===== src/rtl/vga_pkg.sv =====
// Shared definitions for the VGA pattern generator: mode encodings,
// colour-bar lookup and the 640x480@60 default timing set.
package vga_pkg;

  typedef enum logic [1:0] {
    MODE_SOLID = 2'd0,
    MODE_BARS  = 2'd1,
    MODE_CHECK = 2'd2,
    MODE_GRAD  = 2'd3
  } mode_e;

  localparam int X_W = 11;
  localparam int Y_W = 10;

  // {r,g,b} on/off flags per bar, index 0 (leftmost) in the LSBs:
  // white, yellow, cyan, green, magenta, red, blue, black.
  localparam logic [7:0][2:0] BAR_LUT = {
    3'b000, 3'b001, 3'b100, 3'b101, 3'b010, 3'b011, 3'b110, 3'b111
  };

  localparam int VGA640_H_ACTIVE = 640;
  localparam int VGA640_H_FP     = 16;
  localparam int VGA640_H_SYNC   = 96;
  localparam int VGA640_H_BP     = 48;
  localparam int VGA640_V_ACTIVE = 480;
  localparam int VGA640_V_FP     = 10;
  localparam int VGA640_V_SYNC   = 2;
  localparam int VGA640_V_BP     = 33;

endpackage


===== src/rtl/vga_timing_core.sv =====
// Pixel-rate divider, horizontal/vertical counters, sync/active decode
// of the current counts, and the registered frame_start pulse.
module vga_timing_core
  import vga_pkg::*;
#(
  parameter int PIX_DIV  = 4,
  parameter int H_ACTIVE = VGA640_H_ACTIVE,
  parameter int H_FP     = VGA640_H_FP,
  parameter int H_SYNC   = VGA640_H_SYNC,
  parameter int H_BP     = VGA640_H_BP,
  parameter int V_ACTIVE = VGA640_V_ACTIVE,
  parameter int V_FP     = VGA640_V_FP,
  parameter int V_SYNC   = VGA640_V_SYNC,
  parameter int V_BP     = VGA640_V_BP
) (
  input  logic           clk,
  input  logic           rst,
  output logic           pix_ce,
  output logic [X_W-1:0] hcnt,
  output logic [Y_W-1:0] vcnt,
  output logic           hs_act,
  output logic           vs_act,
  output logic           de_act,
  output logic           at_origin,
  output logic           frame_start
);

  localparam int H_TOTAL = H_ACTIVE + H_FP + H_SYNC + H_BP;
  localparam int V_TOTAL = V_ACTIVE + V_FP + V_SYNC + V_BP;

  localparam logic [X_W-1:0] H_LAST   = X_W'(H_TOTAL - 1);
  localparam logic [X_W-1:0] H_ACT    = X_W'(H_ACTIVE);
  localparam logic [X_W-1:0] HS_START = X_W'(H_ACTIVE + H_FP);
  localparam logic [X_W-1:0] HS_END   = X_W'(H_ACTIVE + H_FP + H_SYNC);
  localparam logic [Y_W-1:0] V_LAST   = Y_W'(V_TOTAL - 1);
  localparam logic [Y_W-1:0] V_ACT    = Y_W'(V_ACTIVE);
  localparam logic [Y_W-1:0] VS_START = Y_W'(V_ACTIVE + V_FP);
  localparam logic [Y_W-1:0] VS_END   = Y_W'(V_ACTIVE + V_FP + V_SYNC);

  generate
    if (PIX_DIV == 1) begin : g_no_div
      assign pix_ce = 1'b1;
    end else begin : g_div
      localparam int DW = $clog2(PIX_DIV);
      localparam logic [DW-1:0] DIV_LAST = DW'(PIX_DIV - 1);
      logic [DW-1:0] div;

      // NOTE: sequential state uses non-blocking assignments so every
      // flop samples pre-edge values regardless of block ordering.
      always_ff @(posedge clk or posedge rst) begin
        if (rst)                  div <= '0;
        else if (div == DIV_LAST) div <= '0;
        else                      div <= div + 1'b1;
      end

      assign pix_ce = (div == DIV_LAST);
    end
  endgenerate

  always_ff @(posedge clk or posedge rst) begin
    if (rst) begin
      hcnt <= '0;
      vcnt <= '0;
    end else if (pix_ce) begin
      if (hcnt == H_LAST) begin
        hcnt <= '0;
        vcnt <= (vcnt == V_LAST) ? '0 : vcnt + 1'b1;
      end else begin
        hcnt <= hcnt + 1'b1;
      end
    end
  end

  assign hs_act    = (hcnt >= HS_START) && (hcnt < HS_END);
  assign vs_act    = (vcnt >= VS_START) && (vcnt < VS_END);
  assign de_act    = (hcnt < H_ACT) && (vcnt < V_ACT);
  assign at_origin = (hcnt == '0) && (vcnt == '0);

  // Registered so it lands on the same edge as the pixel (0,0) outputs.
  always_ff @(posedge clk or posedge rst) begin
    if (rst) frame_start <= 1'b0;
    else     frame_start <= pix_ce && at_origin;
  end

endmodule


===== src/rtl/vga_pattern_gen.sv =====
// VGA timing front end with test-pattern engine and frame-synchronous
// mode switching. Define VGA_PATTERN_BORDER_EN to add a white border.
module vga_pattern_gen
  import vga_pkg::*;
#(
  parameter int   COLOR_W  = 4,
  parameter int   PIX_DIV  = 4,
  parameter int   H_ACTIVE = VGA640_H_ACTIVE,
  parameter int   H_FP     = VGA640_H_FP,
  parameter int   H_SYNC   = VGA640_H_SYNC,
  parameter int   H_BP     = VGA640_H_BP,
  parameter int   V_ACTIVE = VGA640_V_ACTIVE,
  parameter int   V_FP     = VGA640_V_FP,
  parameter int   V_SYNC   = VGA640_V_SYNC,
  parameter int   V_BP     = VGA640_V_BP,
  parameter logic HS_POL   = 1'b0,
  parameter logic VS_POL   = 1'b0
) (
  input  logic                 clk,
  input  logic                 rst,
  input  logic                 mode_req,
  input  logic [1:0]           mode_sel,
  input  logic [3*COLOR_W-1:0] solid_rgb,
  output logic                 mode_pend,
  output logic [1:0]           mode_cur,
  output logic [COLOR_W-1:0]   r,
  output logic [COLOR_W-1:0]   g,
  output logic [COLOR_W-1:0]   b,
  output logic                 hsync,
  output logic                 vsync,
  output logic                 de,
  output logic [X_W-1:0]       x,
  output logic [Y_W-1:0]       y,
  output logic                 frame_start
);

  localparam int BAR_W = H_ACTIVE / 8;

  logic           pix_ce;
  logic [X_W-1:0] hcnt;
  logic [Y_W-1:0] vcnt;
  logic           hs_act, vs_act, de_act, at_origin;

  vga_timing_core #(
    .PIX_DIV (PIX_DIV),
    .H_ACTIVE(H_ACTIVE), .H_FP(H_FP), .H_SYNC(H_SYNC), .H_BP(H_BP),
    .V_ACTIVE(V_ACTIVE), .V_FP(V_FP), .V_SYNC(V_SYNC), .V_BP(V_BP)
  ) u_timing (
    .clk        (clk),
    .rst        (rst),
    .pix_ce     (pix_ce),
    .hcnt       (hcnt),
    .vcnt       (vcnt),
    .hs_act     (hs_act),
    .vs_act     (vs_act),
    .de_act     (de_act),
    .at_origin  (at_origin),
    .frame_start(frame_start)
  );

  logic [1:0] shadow;
  mode_e      cur_q;
  mode_e      frame_mode;
  logic       boundary;

  assign boundary = pix_ce && at_origin;
  assign mode_cur = cur_q;

  // A request on the boundary edge itself is latched for the next frame;
  // the copy uses the shadow value from before that edge.
  always_ff @(posedge clk or posedge rst) begin
    if (rst) begin
      shadow    <= 2'd0;
      cur_q     <= MODE_BARS;
      mode_pend <= 1'b0;
    end else begin
      if (boundary && mode_pend) begin
        cur_q     <= mode_e'(shadow);
        mode_pend <= 1'b0;
      end
      if (mode_req) begin
        shadow    <= mode_sel;
        mode_pend <= 1'b1;
      end
    end
  end

  // Pixel (0,0) is rendered on the copy edge, so it already uses the new mode.
  assign frame_mode = (at_origin && mode_pend) ? mode_e'(shadow) : cur_q;

  logic [2:0]         bar_idx;
  logic [COLOR_W-1:0] pr, pg, pb;

  // NOTE: every always_comb output gets a default first, so no path
  // through the block can leave a value held and infer a latch.
  always_comb begin
    bar_idx = 3'd0;
    for (int k = 1; k < 8; k++) begin
      if (hcnt >= X_W'(k * BAR_W)) bar_idx = 3'(k);
    end

    pr = '0;
    pg = '0;
    pb = '0;
    case (frame_mode)
      MODE_SOLID: begin
        pr = solid_rgb[3*COLOR_W-1:2*COLOR_W];
        pg = solid_rgb[2*COLOR_W-1:COLOR_W];
        pb = solid_rgb[COLOR_W-1:0];
      end
      MODE_BARS: begin
        pr = {COLOR_W{BAR_LUT[bar_idx][2]}};
        pg = {COLOR_W{BAR_LUT[bar_idx][1]}};
        pb = {COLOR_W{BAR_LUT[bar_idx][0]}};
      end
      MODE_CHECK: begin
        pr = {COLOR_W{hcnt[3] ^ vcnt[3]}};
        pg = {COLOR_W{hcnt[3] ^ vcnt[3]}};
        pb = {COLOR_W{hcnt[3] ^ vcnt[3]}};
      end
      MODE_GRAD: begin
        pr = hcnt[COLOR_W+3:4];
        pg = vcnt[COLOR_W+3:4];
        pb = ~hcnt[COLOR_W+3:4];
      end
      default: ;
    endcase

`ifdef VGA_PATTERN_BORDER_EN
    if (hcnt == '0 || hcnt == X_W'(H_ACTIVE - 1) ||
        vcnt == '0 || vcnt == Y_W'(V_ACTIVE - 1)) begin
      pr = '1;
      pg = '1;
      pb = '1;
    end
`endif

    if (!de_act) begin
      pr = '0;
      pg = '0;
      pb = '0;
    end
  end

  always_ff @(posedge clk or posedge rst) begin
    if (rst) begin
      r     <= '0;
      g     <= '0;
      b     <= '0;
      de    <= 1'b0;
      x     <= '0;
      y     <= '0;
      hsync <= ~HS_POL;
      vsync <= ~VS_POL;
    end else if (pix_ce) begin
      r     <= pr;
      g     <= pg;
      b     <= pb;
      de    <= de_act;
      x     <= hcnt;
      y     <= vcnt;
      hsync <= hs_act ? HS_POL : ~HS_POL;
      vsync <= vs_act ? VS_POL : ~VS_POL;
    end
  end

endmodule


===== config.mk =====
export PLATFORM = sky130hd
export DESIGN_NAME = vga_pattern_gen
export DESIGN_NICKNAME = d
export VERILOG_FILES = /design/src/rtl/vga_pkg.sv /design/src/rtl/vga_timing_core.sv /design/src/rtl/vga_pattern_gen.sv
export SDC_FILE = /design/constraint.sdc
export NUM_CORES = 1
export LEC_CHECK = 0
export ABC_AREA = 1
export BUFFER_PORTS_ARGS = -buffer_cell sky130_fd_sc_hd__buf_2
export CELL_PAD_IN_SITES_DETAIL_PLACEMENT = 1
export CELL_PAD_IN_SITES_GLOBAL_PLACEMENT = 1
export CORE_UTILIZATION = 45
export DETAILED_ROUTE_END_ITERATION = 12
export HOLD_SLACK_MARGIN = 0.05
export PLACE_DENSITY = 0.9
export SKIP_CTS_REPAIR_TIMING = 1
export SLEW_MARGIN = 0
export SYNTH_ARGS = -nofsm -noshare
export SYNTH_HDL_FRONTEND = slang
export SYNTH_SLANG_ARGS = --single-unit

===== constraint.sdc =====
create_clock -name clk -period 4.3 [get_ports clk]
set_input_delay 0.215 -clock clk [delete_from_list [all_inputs] [get_ports clk]]
set_output_delay 0.215 -clock clk [all_outputs]
set_load 0.01 [all_outputs]

==> results of run 1 <==
[kinds of logic (layout without fill, tap and decap cells)]
kind of cell             after synthesis  after routing  synth area share
AND/OR/NAND/NOR                      220            220            0.3114
buffers and inverters                 67            127           0.08661
flip-flops                            65             65            0.4664
AO/OA/AOI/OAI                         62             62           0.09771
XOR/XNOR                               8              8           0.02004
adder cells (fa/ha/maj)                5              5           0.01790
[layer usage]
metal / global-route usage / vias up
li1: - / 1482
met1: 0.3226 / 1485
met2: 0.4396 / 59
met3: 0.03807 / 14
met4: 0.1022 / 0
met5: 0 / -
[stage by stage]
stage                     worst slack [ps]  power [mW]
after floorplan                       2464      0.7173
after global placement                2304      0.7505
after global routing                  1911       1.416
final                                 2127       1.356
after detailed placement              2162      0.7562
after CTS                             2118       1.370
[worst min path at each step]
stage                                 endpoint  cells past startpoint  slack (ps)                            start
4_1_cts                  shadow[1]$_DFFE_PP0P_                      3          70                      mode_sel[1]
3_5_place_dp   u_timing.g_div.div[0]$_DFF_PP0_                      1         430  u_timing.g_div.div[0]$_DFF_PP0_
2_1_floorplan            shadow[1]$_DFFE_PP0P_                      1         320                         mode_req
3_3_place_gp   u_timing.g_div.div[0]$_DFF_PP0_                      1         410  u_timing.g_div.div[0]$_DFF_PP0_
5_1_grt                  shadow[1]$_DFFE_PP0P_                      3          90                      mode_sel[1]
6_report                 shadow[1]$_DFFE_PP0P_                      3          80                      mode_sel[1]
[power breakdown]
group / total, mW / internal (mW) / switching [mW] / leakage [nW]
Sequential: 0.642 / 0.631 / 0.0109 / 0.819
Clock: 0.612 / 0.374 / 0.238 / 0.123
Combinational: 0.102 / 0.0356 / 0.0666 / 1.15
[cell type report]
cell class,instances,area (um^2),share of cell area
Clock buffer,12,165.2,0.04073
Clock inverter,4,73.82,0.01820
Inverter,52,196.4,0.04844
Multi-Input combinational cell,295,1563,0.3854
Sequential cell,65,1630,0.4020
Tap cell,99,123.9,0.03055
Timing Repair Buffer,59,302.8,0.07467
[placed cells by master, fill, tap and decap left out, types with 3 or more instances in the layout]
master / Yosys / routed
nor2_1: 30 / 30
nor2_2: 3 / 3
xor2_1: 7 / 7
nand3_1: 24 / 24
nor3_2: 3 / 3
a21oi_1: 15 / 15
dfrtp_1: 62 / 62
dfstp_2: 3 / 3
o21ai_1: 11 / 11
a211oi_1: 3 / 3
inv_1: 44 / 43
nor4_1: 3 / 3
nor3_1: 8 / 8
nand2_1: 117 / 117
clkbuf_8: 0 / 12
inv_2: 6 / 7
nor2_4: 7 / 7
ha_1: 5 / 5
nand2_2: 4 / 4
nand2_4: 5 / 5
o21ai_0: 28 / 28
buf_4: 0 / 3
nor3b_1: 3 / 3
nand4_1: 7 / 7
buf_2: 1 / 56
[sequential cells by signal, summed over array words and instances (netlist names), 2 cells and up]
signal              flops
u_timing.g_div.div      2
u_timing.vcnt          10
x                      11
u_timing.hcnt          11
mode_cur                2
r                       4
shadow                  2
y                      10
b                       4
g                       4
[worst register-to-register path: stages, from the launching register on]
cell     delay [ps]
dfrtp_1         390
inv_1           150
ha_1            280
nand3_4         130
nor2_1          150
nand4_2         130
nand2_2         100
nand2_4          90
o21ai_4         310
nand3_1         180
nand2_1         100
nand2_1          50
==> summary.txt, run 1 <==
Run status
  • Outcome: completed

Timing
  • Slew @ Worst Pin: 811.7 ps
  • Fin. Hold Viols: 0
  • Aggregate negative setup slack: 0 ps
  • Final critical-path share of the clock period: 0.5053
  • Fmax: 460.3 MHz
  • Worst Hold Margin: 80.10 ps
  • RSZ-0062 raised after global routing: false
  • Rel. slew slack: 0.4589
  • Skew final: 9.195 ps
  • Final Critical Period: 2173 ps
  • # setup viols final: 0
  • Max-slew violation count: 0

Detailed routing
  • Initial drt markers: 92
  • WL met2: 4745 um
  • DRT Pass-1 Iters: 4
  • Wire length on met1: 4096 um
  • # DRC: 0
  • Drt total wl: 9352 um
  • Via count: 3040
  • Wire per inst: 15.96 um
  • Highest metal used: met4
  • DR vias/cell: 5.188
  • Met3 WL post-DR: 338 um
  • Routed Antenna Nets: 0

Synthesis
  • Net count after synthesis: 449
  • Synth top area share: 0.4438
  • Mapped Cells: 427
  • Fraction of registers with async set/reset: 1.000
  • Post-synth EDFFs: 0
  • Register area share after synthesis: 0.4664
  • Yosys warns: 0
  • Post-synth cell types: 38
  • Synth area leaders: dfrtp_1, nand2_1, inv_1
  • Most common cell in the netlist: nand2_1
  • Yosys top cell by area: dfrtp_1
  • Commonest cells post-synth: nand2_1, dfrtp_1, inv_1
  • Flops & latches, synth: 65
  • Main synth FF type: dfrtp_1
  • Synthesized area: 3496 um^2
  • Syn_area_per_cell: 8.187 um^2

CTS
  • CTS tree: done
  • CTS Buf Count: 9
  • CTS Root Cell: clkbuf_8
  • Worst skew pair latency: 350 ps
  • H-tree levels: 3
  • Clk slew on worst S/H paths: 70 ps
  • Sink Count: 65
  • Bufs on Longest Clock Path: 2

Finish
  • Syn-to-layout area delta: 16.00%
  • Layout cells sized above 1: 0.2382
  • Nets: 504
  • Fill count: 937
  • Final Core Density: 0.5503
  • Finished layout cell area: 4055 um^2
  • Final Instance Count excl. Fillers: 586
  • Antenna diodes: 0

Worst setup path
  • Worst R2R Path Depth: 11
  • Reg2reg start: u_timing.vcnt[1]$_DFFE_PP0P_
  • R2R setup slack: 2130 ps
  • CP max stage cell: dfrtp_1
  • Critical Path, Cell by Cell: inv_1 -> ha_1 -> nand3_4 -> nor2_1 -> nand4_2 -> nand2_2 -> nand2_4 -> o21ai_4 -> nand3_1 -> nand2_1 -> nand2_1
  • Critical path depth: 11
  • WS Path Type: reg2reg
  • Required @ worst endpoint: 4540 ps
  • Worst setup SP type: flip-flop
  • R2R Path End: b[2]$_DFFE_PP0P_
  • Crit path buf inv count: 1
  • CP Capture Point: b[2]$_DFFE_PP0P_
  • Crit path DAT: 2420 ps
  • Top delay family on crit path: simple AND/OR/NAND/NOR gates
  • Largest stage delay, worst path: 390 ps
  • CP most frequent cell: nand2_1
  • Worst setup EP type: flip-flop
  • Critical Path Start: u_timing.vcnt[1]$_DFFE_PP0P_
  • Worst Path Max Fanout: 12

Flow run
  • Count of max-cap constraint violations: 0

GRT
  • Initial antenna violation count: 0
  • Vias in the first global route: 3291
  • Total track usage: 0.2557
  • Grt total ovfl: 0
  • Largest net degree at the start of global routing: 66
  • First-pass GRT wire length: 16310 um

Floorplan
  • Std-Cell Core Area: 7370 um^2
  • Top-level port count: 57
  • Initial core utilization: 0.4744
  • Die Area: 8125 um^2
  • Die span in y: 90.14 um
  • Die W: 90.14 um
  • Rows: 31

Place
  • Final HPWL DP: 6723 um
  • I/O Buffers: 56
  • Cells after DPL: 570
  • Post-DP Area: 3816 um^2
  • RD Place Congestion: 0.8553

Power and ir drop
  • Power Density: 334.4 nW/um^2
  • Max VDD drop: 0.0002366 V
  • Pleak: 2.089 nW

Worst hold path
  • Class of the worst hold path: in2reg
No activity file was read; power rests on OpenSTA's default activity.
==> run 2, diff against run 1 <==
--- a/config.mk
+++ b/config.mk
@@ -9,10 +9,10 @@
 export BUFFER_PORTS_ARGS = -buffer_cell sky130_fd_sc_hd__buf_2
 export CELL_PAD_IN_SITES_DETAIL_PLACEMENT = 1
 export CELL_PAD_IN_SITES_GLOBAL_PLACEMENT = 1
-export CORE_UTILIZATION = 45
+export CORE_UTILIZATION = 42
 export DETAILED_ROUTE_END_ITERATION = 12
 export HOLD_SLACK_MARGIN = 0.05
-export PLACE_DENSITY = 0.9
+export PLACE_DENSITY = 0.85
 export SKIP_CTS_REPAIR_TIMING = 1
 export SLEW_MARGIN = 0
 export SYNTH_ARGS = -nofsm -noshare
==> constraint.sdc (replaced) <==
create_clock -name clk -period 2.1 [get_ports clk]
set_input_delay 0.105 -clock clk [delete_from_list [all_inputs] [get_ports clk]]
set_output_delay 0.105 -clock clk [all_outputs]
set_load 0.01 [all_outputs]
==> run 2 against run 1 <==
Cell count grew 3.6%. Hold slack lost 21 ps. Core utilization shrank 0.98 points. Register-to-register slack lost 2000 ps. Critical path type unchanged. Largest cell class is now multi-input combinational cells.
==> summary.txt, run 2 (synthesis results as in run 1) <==
Place
  • Final HPWL DP: 7230 um (+7.5%)
  • I/O Buffers: 56 (unchanged)
  • RD Place Congestion: 0.9667 (+13%)
  • Post-DP Area: 3908 um^2 (+2.4%)
  • Cells after DPL: 583 (+2.3%)

GRT
  • First-pass GRT wire length: 16770 um (+2.8%)
  • Largest net degree at the start of global routing: 52 (-21%)
  • Initial antenna violation count: 0 (unchanged)
  • Total track usage: 0.2570 (+0.001286)
  • Vias in the first global route: 3341 (+1.5%)
  • Grt total ovfl: 0 (unchanged)

Power and ir drop
  • Max VDD drop: 0.0002373 V (+0.32%)
  • Pleak: 2.178 nW (+4.2%)
  • Switching pwr: 0.6816 mW (+120%)
  • Int Pwr: 1.994 mW (+92%)
  • Clock network fraction of total power: 0.418 (-0.033)
  • Power Density: 627.6 nW/um^2 (+88%)
  • Seq pwr share: 0.493 (+0.020)
  • Comb power frac: 0.089 (+0.014)
  • Net Sw Frac: 0.2548 (+0.02190)

Finish
  • Antenna diodes: 0 (unchanged)
  • Commonest cells after routing, fill and taps aside: nand2_1, dfrtp_1, buf_2, inv_1, nor2_1
  • Syn-to-layout area delta: 21.94%
  • Commonest non-fill, non-tap cell in the layout: nand2_1
  • Layout cells sized above 1: 0.2812 (+0.04300)
  • Finished layout cell area: 4263 um^2 (+5.1%)
  • Top flop regs: u_timing.hcnt x11, x x11
  • Nets: 522 (+3.6%)
  • Final Instance Count excl. Fillers: 607 (+3.6%)
  • Final Core Density: 0.5405 (-0.009804)

Timing
  • Fmax: 501.4 MHz (+8.9%)
  • Max-slew violation count: 0 (unchanged)
  • Final Critical Period: 1994 ps (-178.4 ps)
  • # setup viols final: 0 (unchanged)
  • Aggregate negative setup slack: 0 ps (unchanged)
  • RSZ-0062 raised after global routing: true
  • Rel. slew slack: 0.6362 (+0.1773)
  • Fin. Hold Viols: 0 (unchanged)
  • Slew @ Worst Pin: 544.9 ps (-266.8 ps)
  • Skew final: 10.95 ps (+1.752 ps)
  • Final critical-path share of the clock period: 0.9497 (+0.4444)

Worst setup path
  • Worst setup SP type: flip-flop
  • WS Path Type: reg2reg
  • Worst Path Max Fanout: 6 (-6)
  • R2R Path End: r[1]$_DFFE_PP0P_
  • Worst setup EP type: flip-flop
  • R2R setup slack: 110 ps (-2020 ps)
  • Worst R2R Path Depth: 10 (-1)
  • Crit path DAT: 2240 ps (-180 ps)
  • Reg2reg start: u_timing.vcnt[2]$_DFFE_PP0P_
  • Required @ worst endpoint: 2340 ps (-2200 ps)

Floorplan
  • Initial core utilization: 0.4432 (-0.03115)
  • Die W: 93.23 um (+3.4%)
  • Top-level port count: 57 (unchanged)
  • Die Area: 8692 um^2 (+7.0%)
  • Rows: 32 (+3.2%)
  • Die span in y: 93.23 um (+3.4%)
  • Std-Cell Core Area: 7888 um^2 (+7.0%)

CTS
  • CTS tree: done
  • Sink Count: 65 (unchanged)
  • CTS Root Cell: clkbuf_8
  • Bufs on Longest Clock Path: 2 (unchanged)
  • Clk slew on worst S/H paths: 70 ps (about the same)
  • CTS Buf Count: 9 (unchanged)
  • H-tree levels: 3 (unchanged)
  • Worst skew pair latency: 350 ps (about the same)

Detailed routing
  • Highest metal used: met4
  • Routed Antenna Nets: 0 (unchanged)
  • Via count: 3200 (+5.3%)
  • Wire per inst: 16.96 um (+6.3%)
  • WL met2: 5128 um (+8.1%)
  • Initial drt markers: 120 (+30%)
  • Drt total wl: 10300 um (+10%)
  • Met3 WL post-DR: 407 um (+20%)
  • DR vias/cell: 5.272 (+1.6%)
  • Wire length on met1: 4592 um (+12%)
  • # DRC: 0 (unchanged)
  • DRT Pass-1 Iters: 4 (unchanged)

Worst hold path
  • Hold Path Depth: 5 (+2)
  • Class of the worst hold path: in2reg
  • Hold Path Sink: r[0]$_DFFE_PP0P_
  • Min-delay src: solid_rgb[8]

Run status
  • Outcome: completed

Flow run
  • Count of max-cap constraint violations: 0 (unchanged)
[run 2: cell count changes in the layout (fill, tap and decap cells not counted), moves of 3 or more]
cell	delta
buf_4	+9
dlygate4sd3_1	+7
inv_1	-4
inv_2	+4
o21ai_2	+4
dfrtp_1	-3
dfrtp_2	+3
[run 2: stage by stage]
| step | hold slack [ps] | power (mW) | worst slack [ps] |
|---|---|---|---|
| floorplan | 212.7 | 1.469 | 312.5 |
| global placement | 168.6 | 1.542 | 179.2 |
| detailed placement | 188.5 | 1.552 | 77.04 |
| CTS | -208.2 | 2.686 | 47.73 |
| global route | 79.29 | 2.798 | -21.81 |
| finish | 59.10 | 2.675 | 105.7 |
[run 2: area by class of cell]
type | instances | area (um^2)
multi-input cells | 296 | 1638
clock inverters | 4 | 51.30
fillers | 996 | 3625
inverters | 52 | 196.4
repair buffers | 76 | 460.4
clock buffers | 12 | 155.1
flip-flops and latches | 65 | 1634
well taps | 102 | 127.6
[run 2: metal layers]
layer	vias to the layer above	track usage
met1	1586	0.3178
met2	76	0.4381
li1	1520	-
met4	0	0.08462
met3	18	0.06341
met5	-	0
[run 2: power groups by stage]
stage	Combinational, mW	Clock [mW]	Sequential (mW)
final	0.239	1.12	1.32
after global routing	0.266	1.21	1.32
after CTS	0.217	1.15	1.32
after detailed placement	0.213	0	1.34
after global placement	0.204	0	1.34
after floorplan	0.116	0	1.35
[run 2: critical path, cell delays in order, from the launching register on]
cell     delay [ps]
dfrtp_1         450
nor2_2          200
nand2_1          70
nor2_1          200
nand4_2         150
nand2_2         110
nand2_4         120
o21ai_2         320
nand3_1         130
nand2_1          70
nand2_1          50
[run 2: worst max path at each step]
| stage | start | end | slack [ps] | cells after the start |
|---|---|---|---|---|
| final | u_timing.vcnt[2]$_DFFE_PP0P_ | r[1]$_DFFE_PP0P_ | 110 | 10 |
| after CTS | u_timing.vcnt[0]$_DFFE_PP0P_ | r[1]$_DFFE_PP0P_ | 50 | 13 |
| after global routing | u_timing.vcnt[2]$_DFFE_PP0P_ | b[2]$_DFFE_PP0P_ | -20 | 10 |
| after global placement | u_timing.vcnt[0]$_DFFE_PP0P_ | r[2]$_DFFE_PP0P_ | 180 | 11 |
| after floorplan | u_timing.vcnt[1]$_DFFE_PP0P_ | b[0]$_DFFE_PP0P_ | 310 | 14 |
| after detailed placement | u_timing.vcnt[0]$_DFFE_PP0P_ | r[1]$_DFFE_PP0P_ | 80 | 13 |
==> run 3, diff against run 2 <==
--- a/config.mk
+++ b/config.mk
@@ -8,11 +8,11 @@
 export ABC_AREA = 1
 export BUFFER_PORTS_ARGS = -buffer_cell sky130_fd_sc_hd__buf_2
 export CELL_PAD_IN_SITES_DETAIL_PLACEMENT = 1
-export CELL_PAD_IN_SITES_GLOBAL_PLACEMENT = 1
-export CORE_UTILIZATION = 42
+export CELL_PAD_IN_SITES_GLOBAL_PLACEMENT = 2
+export CORE_UTILIZATION = 36
 export DETAILED_ROUTE_END_ITERATION = 12
 export HOLD_SLACK_MARGIN = 0.05
-export PLACE_DENSITY = 0.85
+export PLACE_DENSITY = 0.9
 export SKIP_CTS_REPAIR_TIMING = 1
 export SLEW_MARGIN = 0
 export SYNTH_ARGS = -nofsm -noshare
==> constraint.sdc (replaced) <==
create_clock -name clk -period 2.4 [get_ports clk]
set_input_delay 0.12 -clock clk [delete_from_list [all_inputs] [get_ports clk]]
set_output_delay 0.12 -clock clk [all_outputs]
set_load 0.01 [all_outputs]
==> run 3 against run 2 <==
Largest power group unchanged. Sequential cell count unchanged. Largest cell class is now sequential cells. Clock power shrank 4%. Critical path type unchanged. First-iteration DRC count fell by 29%. Final area is 1.6% lower. Sequential share of layout area up 0.52 points. Sequential power is 13% lower.
==> summary.txt, run 3 (synthesis results as in run 1) <==
Run status
  • Outcome: completed

Detailed routing
  • Routed Antenna Nets: 0 (unchanged)
  • DR vias/cell: 4.877 (-7.5%)
  • Via count: 3058 (-4.4%)
  • # DRC: 0 (unchanged)
  • Initial drt markers: 85 (-29%)
  • DRT Pass-1 Iters: 4 (unchanged)
  • Drt total wl: 9575 um (-7.0%)
  • Wire per inst: 15.27 um (-10%)

Worst setup path
  • Required @ worst endpoint: 2650 ps (+310 ps)
  • Worst setup EP type: flip-flop
  • WS Path Type: reg2reg
  • Worst R2R Path Depth: 11 (+1)
  • Critical Path Start: u_timing.vcnt[1]$_DFFE_PP0P_
  • R2R setup slack: 330 ps (+220 ps)
  • Crit path DAT: 2320 ps (+80 ps)
  • R2R Path End: b[0]$_DFFE_PP0P_
  • Reg2reg start: u_timing.vcnt[1]$_DFFE_PP0P_
  • Worst setup SP type: flip-flop
  • Worst Path Max Fanout: 12 (+6)
  • CP Capture Point: b[0]$_DFFE_PP0P_

Timing
  • Fin. Hold Viols: 0 (unchanged)
  • Final Critical Period: 2072 ps (+78.11 ps)
  • Final WS setup: 327.6 ps (+221.9 ps)
  • Aggregate negative setup slack: 0 ps (unchanged)
  • Skew final: 7.566 ps (-3.381 ps)
  • Rel. slew slack: 0.6091 (-0.02715)
  • Slew @ Worst Pin: 585.6 ps (+40.67 ps)
  • Final critical-path share of the clock period: 0.8635 (-0.08617)
  • Max-slew violation count: 0 (unchanged)
  • # setup viols final: 0 (unchanged)
  • Fmax: 482.5 MHz (-3.8%)
  • RSZ-0062 raised after global routing: false

CTS
  • Sink Count: 65 (unchanged)
  • Clk slew on worst S/H paths: 80 ps (about the same)
  • Worst skew pair latency: 350 ps (about the same)
  • H-tree levels: 3 (unchanged)
  • CTS Root Cell: clkbuf_8
  • CTS tree: done
  • CTS Buf Count: 9 (unchanged)
  • Bufs on Longest Clock Path: 2 (unchanged)

GRT
  • Vias in the first global route: 3189 (-4.5%)
  • Initial antenna violation count: 0 (unchanged)
  • Largest net degree at the start of global routing: 41 (-21%)
  • First-pass GRT wire length: 15990 um (-4.6%)
  • Total track usage: 0.2074 (-0.04958)
  • Grt total ovfl: 0 (unchanged)

Finish
  • Top flop regs: u_timing.hcnt x11, x x11
  • Layout cells sized above 1: 0.2390 (-0.04223)
  • Syn-to-layout area delta: 20.04%
  • Multi-input gate area: 1563 um^2 (-4.6%)
  • Antenna diodes: 0 (unchanged)
  • Final Instance Count excl. Fillers: 627 (+3.3%)
  • Fill count: 1156 (+16%)
  • Commonest cells after routing, fill and taps aside: nand2_1, dfrtp_1, buf_2, inv_1, nor2_1
  • Nets: 515 (-1.3%)
  • Sequential cell area: 1630 um^2 (-0.23%)
  • Commonest non-fill, non-tap cell in the layout: nand2_1

Floorplan
  • Die W: 100.5 um (+7.8%)
  • Top-level port count: 57 (unchanged)
  • Die span in y: 100.5 um (+7.8%)
  • Std-Cell Core Area: 9328 um^2 (+18%)
  • Die Area: 10110 um^2 (+16%)
  • Rows: 35 (+9.4%)
  • Initial core utilization: 0.3748 (-0.06843)

Power and ir drop
  • Clock network fraction of total power: 0.445 (+0.027)
  • Comb power frac: 0.080 (-0.009)
  • Net Sw Frac: 0.2471 (-0.007663)
  • Int Pwr: 1.822 mW (-8.6%)
  • Switching pwr: 0.5981 mW (-12%)
  • Power Density: 576.8 nW/um^2 (-8.1%)
  • Pleak: 2.131 nW (-2.1%)
  • Seq pwr share: 0.475 (-0.018)
  • Max VDD drop: 0.0003325 V (+40%)

Worst hold path
  • Class of the worst hold path: in2reg
  • Hold Path Depth: 5 (unchanged)

Place
  • Cells after DPL: 603 (+3.4%)
  • Post-Place Setup Slack: 363.2 ps (+286.2 ps)
  • RD Place Congestion: 0.8153 (-16%)
  • I/O Buffers: 56 (unchanged)
  • Final HPWL DP: 7086 um (-2.0%)

Flow run
  • Count of max-cap constraint violations: 0 (unchanged)
run 3: metal layers:
| metal | GRT usage | routed length (um) | up-vias |
|---|---|---|---|
| li1 | - | - | 1494 |
| met1 | 0.2654 | 4461 | 1509 |
| met2 | 0.3514 | 4725 | 46 |
| met3 | 0.05062 | 269 | 9 |
| met4 | 0.05240 | 118 | 0 |
| met5 | 0 | 0 | - |
run 3: critical path, stage by stage (launching register included):
cell	delay, ps
dfrtp_1	390
inv_1	150
ha_1	270
nand3_4	120
nor2_1	140
nand4_2	130
nand2_2	100
nand2_4	90
o21ai_4	290
nand3_1	140
nand2_1	90
nand2_1	50
run 3: area by class of cell:
type | instances | area share
well taps | 129 | 0.03846
repair buffers | 70 | 0.09958
flip-flops and latches | 65 | 0.3885
inverters | 52 | 0.04681
multi-input cells | 295 | 0.3724
clock buffers | 10 | 0.03280
clock inverters | 6 | 0.02147
run 3: worst min path at each step:
| stage | startpoint | endpoint |
|---|---|---|
| after global routing | solid_rgb[8] | r[0]$_DFFE_PP0P_ |
| after global placement | rst | y[2]$_DFFE_PP0P_ |
| after detailed placement | rst | y[3]$_DFFE_PP0P_ |
| after floorplan | mode_req | shadow[1]$_DFFE_PP0P_ |
| final | solid_rgb[4] | g[0]$_DFFE_PP0P_ |
| after CTS | rst | y[3]$_DFFE_PP0P_ |
run 3: power groups by stage:
stage	clock [mW]	sequential (mW)	combinational, mW
finish	1.08	1.15	0.194
global route	1.15	1.15	0.222
CTS	1.11	1.15	0.187
detailed placement	0	1.17	0.186
global placement	0	1.17	0.182
floorplan	0	1.18	0.101
run 3: per-stage QoR:
step	area [um^2]	total power, mW	hold WS [ps]	utilization
6_report	4197	2.420	69.80	0.4499
5_1_grt	4197	2.525	90.68	0.4499
4_1_cts	4116	2.443	-167.2	0.4413
3_5_place_dp	3889	1.357	223.6	0.4169
3_3_place_gp	3889	1.353	217.0	0.4169
2_1_floorplan	3496	1.285	227.7	-
